[src/rtl/fifo_sync_prog.sv]
// Single-clock programmable FIFO with almost-empty/almost-full offsets,
// optional first-word-fall-through output, fill level and sticky error flags.
module fifo_sync_prog #(
    parameter int unsigned WIDTH       = 9,
    parameter int unsigned ADDR_WIDTH  = 8,
    parameter int unsigned FWFT        = 0,
    parameter int unsigned PAE_DEFAULT = 7,
    parameter int unsigned PAF_DEFAULT = 7
) (
    input  logic                  CLK,
    input  logic                  RS,
    input  logic [WIDTH-1:0]      D,
    input  logic                  WEN,
    input  logic                  REN,
    input  logic                  LD,
    input  logic                  OE,
    output logic [WIDTH-1:0]      Q,
    output logic                  EF,
    output logic                  FF,
    output logic                  PAE,
    output logic                  PAF,
    output logic [ADDR_WIDTH:0]   WCOUNT,
    output logic                  OVF,
    output logic                  UNF
);

    localparam int unsigned DEPTH = 1 << ADDR_WIDTH;
    localparam int unsigned PW    = ADDR_WIDTH + 1;

    logic [WIDTH-1:0]      mem [DEPTH];
    logic [PW-1:0]         wptr, rptr;
    logic [PW-1:0]         wptr_nx, rptr_nx, count_nx, paf_limit;
    logic [ADDR_WIDTH-1:0] empty_off, full_off;
    logic [ADDR_WIDTH-1:0] empty_off_nx, full_off_nx;
    logic                  sel;
    logic [WIDTH-1:0]      q_reg;
    logic                  q_from_reg;
    logic [WIDTH-1:0]      q_src;
    logic                  wr_ok, rd_ok, off_wr, off_rd;

    // Decode this cycle's operation; full/empty are judged on the current flags.
    always_comb begin
        wr_ok        = !WEN && LD && !FF;
        rd_ok        = !REN && LD && !EF;
        off_wr       = !WEN && !LD;
        off_rd       = !REN && WEN && !LD;
        wptr_nx      = wptr + PW'(wr_ok);
        rptr_nx      = rptr + PW'(rd_ok);
        empty_off_nx = (off_wr && !sel) ? D[ADDR_WIDTH-1:0] : empty_off;
        full_off_nx  = (off_wr &&  sel) ? D[ADDR_WIDTH-1:0] : full_off;
        count_nx     = wptr_nx - rptr_nx;
        paf_limit    = PW'(DEPTH) - PW'(full_off_nx);
    end

    always_ff @(posedge CLK) begin
        if (RS && wr_ok) begin
            mem[wptr[ADDR_WIDTH-1:0]] <= D;
        end
    end

    always_ff @(posedge CLK) begin
        if (!RS) begin
            wptr       <= '0;
            rptr       <= '0;
            q_reg      <= '0;
            q_from_reg <= 1'b0;
            EF         <= 1'b1;
            FF         <= 1'b0;
            PAE        <= 1'b1;
            PAF        <= 1'b0;
            OVF        <= 1'b0;
            UNF        <= 1'b0;
            empty_off  <= ADDR_WIDTH'(PAE_DEFAULT);
            full_off   <= ADDR_WIDTH'(PAF_DEFAULT);
            sel        <= 1'b0;
        end else begin
            wptr       <= wptr_nx;
            rptr       <= rptr_nx;
            empty_off  <= empty_off_nx;
            full_off   <= full_off_nx;
            EF         <= (count_nx == '0);
            FF         <= (count_nx == PW'(DEPTH));
            PAE        <= (count_nx <= PW'(empty_off_nx));
            PAF        <= (count_nx >= paf_limit);
            q_from_reg <= off_rd;
            if (!WEN && LD && FF) OVF <= 1'b1;
            if (!REN && LD && EF) UNF <= 1'b1;
            if (off_wr || off_rd) sel <= ~sel;
            if (off_rd) begin
                q_reg <= WIDTH'(sel ? full_off : empty_off);
            end else if (rd_ok && FWFT == 0) begin
                q_reg <= mem[rptr[ADDR_WIDTH-1:0]];
            end
        end
    end

    // FWFT shows the head word directly, except the cycle after an offset readback.
    always_comb begin
        q_src = q_reg;
        if (FWFT != 0 && !q_from_reg) begin
            q_src = EF ? '0 : mem[rptr[ADDR_WIDTH-1:0]];
        end
    end

    assign Q      = OE ? q_src : '0;
    assign WCOUNT = wptr - rptr;

endmodule

[config.mk]
export PLATFORM = sky130hd
export DESIGN_NAME = fifo_sync_prog
export DESIGN_NICKNAME = d
export VERILOG_FILES = /design/src/rtl/fifo_sync_prog.sv
export SDC_FILE = /design/constraint.sdc
export NUM_CORES = 2
export LEC_CHECK = 0
export CAP_MARGIN = 10
export CORE_MARGIN = 4
export CORE_UTILIZATION = 40
export DETAILED_ROUTE_END_ITERATION = 10
export SLEW_MARGIN = 20
export SYNTH_ARGS = -nofsm -noshare
export SYNTH_HDL_FRONTEND = slang
export SYNTH_SLANG_ARGS = --single-unit
[constraint.sdc]
create_clock -name CLK -period 5.1 [get_ports CLK]
set_input_delay 1.02 -clock CLK [delete_from_list [all_inputs] [get_ports CLK]]
set_output_delay 1.02 -clock CLK [all_outputs]
set_load 0.03 [all_outputs]
==> reports/qor.csv <==
stage,metric,value,unit
cells_and_area,areaGrowthSynthToFinish,14.9,%
cts,cts_inserted_buffers,229,
hold_path,min_to,OVF,
synth,synth_seq_cells,2354,
pwr,swShare,21.2,%
cells_and_area,final_cell_mix,"edfxtp_1, mux4_2, buf_4",
global_route,grt_pass1_vias,47200,
timing,drv_slew,0,
worst_setup_path,ff2ff_setup_slack,0.59,ns
worst_setup_path,reg2regPathDepth,22,
cts,cts_root_buf,clkbuf_16,
cells_and_area,largest_reg_flops,2304,
detailed_routing,routed_wl,252000,um
synth,ys_types,78,
pwr,p_int,31500,uW
synth,yosys.area.top_type,edfxtp_1,
cells_and_area,final-instance-count-excl-fill,8126,
place,placed_cells,7694,
synth,ys.warnings.count,0,
worst_setup_path,crit_path_start_kind,input port,
flow_run,cap_violations,0,
cts,h-tree-depth,4,
cts,clockBufferDepth,3,
detailed_routing,drtAntennaViolNets,0,
synth,yosysTopAreaCellShare,74.8,%
synth,synth_edf_count,2304,
synth,synth.avg_cell_area,20.8,um^2
detailed_routing,wl_per_cell,31.0,um
cells_and_area,fill_cells,19100,
die,core.rowCount,176,
pwr,pwr-share-clk,41.8,%
worst_setup_path,crit_fanout,3,
cells_and_area,drive_gt1_share,27.4,%
global_route,grt_max_degree,196,
synth,synth_cells,4447,
timing,fmax,0.207,GHz
global_route,gr-total-overflow,0,
die,core_area,0.230,mm^2
hold_path,min_path_cells,2,
synth,synth.area.top_cells,"edfxtp_1, mux4_2, nor2_1",
cts,hold_buffers,0,
detailed_routing,drc,0,
detailed_routing,dr.pass1.iters,5,
detailed_routing,drt_iter0_markers,5721,
synth,syn-num-nets,4499,
die,dieHeight,489,um
hold_path,worstHoldPathType,register to register,
timing,setup_slack,0.270,ns
pwr,power_frac_comb,5.0,%
timing,period_minus_slack,4.83,ns
global_route,grt_use_total,21.1,%
cts,insertion_delay,0.88,ns
global_route,antenna_found_initial,9,
synth,syn_area,0.0925,mm^2
timing,hold_violations,0,
die,start_util,40.2,%
worst_setup_path,crit_type,input port to register,
hold_path,hp-start,OVF,
timing,rsz0062_at_grt,false,
cells_and_area,mostFrequentLayoutCell,edfxtp_1,
die,fp.dieW,489,um
timing,period_share,94.7,%
place,routabilityCongestion,0.885,
worst_setup_path,r2r-start,EF,
synth,ys_seq_area_share,75.9,%
timing,setup_viol,0,
pwr,powerDensity,376,mW/mm^2
synth,ys.flop_type,edfxtp_1,
cts,cts_tree,built,
detailed_routing,viasPerCell,5.81,
cts,cts.sink_count,2354,
place,dpl.hpwl,161000,um
place,dp_slack,-0.597,ns
worst_setup_path,cp_data_arrival_time,5.58,ns
pwr,ir_drop,0.292,mV
die,dieArea,0.239,mm^2
worst_setup_path,worstPathRequired,5.85,ns
die,pin_count,39,
outcome,outcome,finished clean,
timing,worst_pin_slew,1.28,ns
timing,hold_slack,0.445,ns
timing,max-slew-margin-rel,14.8,%
synth,async_flop_share,0,%
detailed_routing,vias,47200,
pwr,p_sw,8450,uW
worst_setup_path,reg2reg_to,PAF,
pwr,pwr-share-seq,53.3,%
cells_and_area,fin_nets,4951,
cts,clkTransAtPathRegs,0.06,ns
timing,fin_worst_skew,0.0427,ns
global_route,grt_first_pass_wirelength,360000,um
place,io_buffer_count,38,
pwr,power.leakage,0.0328,uW
worst_setup_path,critPathCaptureType,register,
==> per-layer routing <==
metal	up-vias	part of all wire, %	track usage (%)
met5	-	0.015	0
met4	6	3.5	7.10
met3	409	8.3	4.16
met2	2113	47	33.1
met1	25400	41	29.8
li1	19300	-	-
==> layout make-up <==
class / instances / area [um^2] / area share, %
Sequential cell: 2354 / 70200 / 66.1
Multi-Input combinational cell: 1827 / 21000 / 19.7
Clock buffer: 278 / 5980 / 5.63
Timing Repair Buffer: 460 / 3810 / 3.59
Tap cell: 3026 / 3790 / 3.56
Clock inverter: 150 / 1410 / 1.32
Inverter: 27 / 108 / 0.101
Antenna cell: 4 / 10.0 / 0.00942
==> metrics by stage <==
| stage | util (%) | total power, uW | cell area (um^2) | setup TNS, ns |
|---|---|---|---|---|
| after detailed placement | 43.0 | 23700 | 98900 | -1.07 |
| after global routing | 46.2 | 41200 | 106000 | 0 |
| after CTS | 46.2 | 40300 | 106000 | 0 |
| after floorplan | - | 22800 | 92500 | 0 |
| after global placement | 43.0 | 23700 | 98900 | -1.22 |
| final | 46.2 | 40000 | 106000 | 0 |
==> cells in the mapped netlist (all sizes together) (19+ instances only) <==
| library cell | instances |
|---|---|
| a21oi | 44 |
| a22oi | 25 |
| a31oi | 19 |
| and2 | 25 |
| buf | 144 |
| clkbuf | 95 |
| dfxtp | 50 |
| edfxtp | 2304 |
| ha | 35 |
| inv | 23 |
| mux2i | 89 |
| mux4 | 617 |
| nand2 | 217 |
| nand3 | 50 |
| nand4 | 23 |
| nor2 | 346 |
| nor3 | 22 |
| o21ai | 53 |
| o22ai | 31 |
| xnor2 | 29 |
==> worst max-delay path by stage <==
stage             from   endpoint  slack (ns)  cells past startpoint
2_1_floorplan       LD        PAF        0.04                     21
3_3_place_gp        LD        PAF       -0.73                     21
3_5_place_dp        LD        PAF       -0.60                     21
4_1_cts        wptr[0]  WCOUNT[8]        0.12                     12
5_1_grt             LD        PAF        0.01                     21
6_report            LD        PAF        0.27                     23
==> critical path, stage by stage <==
cell             delay, ns
clkdlybuf4s50_1       0.50
or3b_2                0.53
inv_1                 0.14
ha_1                  0.21
buf_4                 0.15
nand3_1               0.09
xnor2_1               0.18
ha_1                  0.33
nand2_1               0.07
o41a_1                0.34
o211ai_1              0.13
a21oi_1               0.11
o21ai_0               0.18
a21o_1                0.19
xnor2_2               0.15
ha_1                  0.28
nand4_1               0.10
o21bai_1              0.08
a21oi_1               0.15
o21ai_0               0.10
maj3_1                0.34
a21oi_1               0.15
o21ai_1               0.08
==> power groups by stage <==
stage | clock (uW) | sequential [uW] | combinational [uW]
2_1_floorplan | 0 | 21700 | 1170
6_report | 16700 | 21300 | 1990
4_1_cts | 17000 | 21300 | 2020
3_5_place_dp | 0 | 21700 | 2010
3_3_place_gp | 0 | 21700 | 1990
5_1_grt | 17800 | 21300 | 2120
==> timing repair <==
action,4_1_cts,5_1_grt
buffers inserted,0,0
gates resized for setup,0,1
setup endpoints to repair,0,2
==> cells by family after synthesis <==
kind of cell	synth area share, %
XOR/XNOR	0.368
flip-flops	75.9
AND/OR/NAND/NOR	3.47
AO/OA/AOI/OAI	2.15
buffers and inverters	1.48
adder cells (fa/ha/maj)	0.539
multiplexers	16.1
No activity file was read; power rests on OpenSTA's default activity.
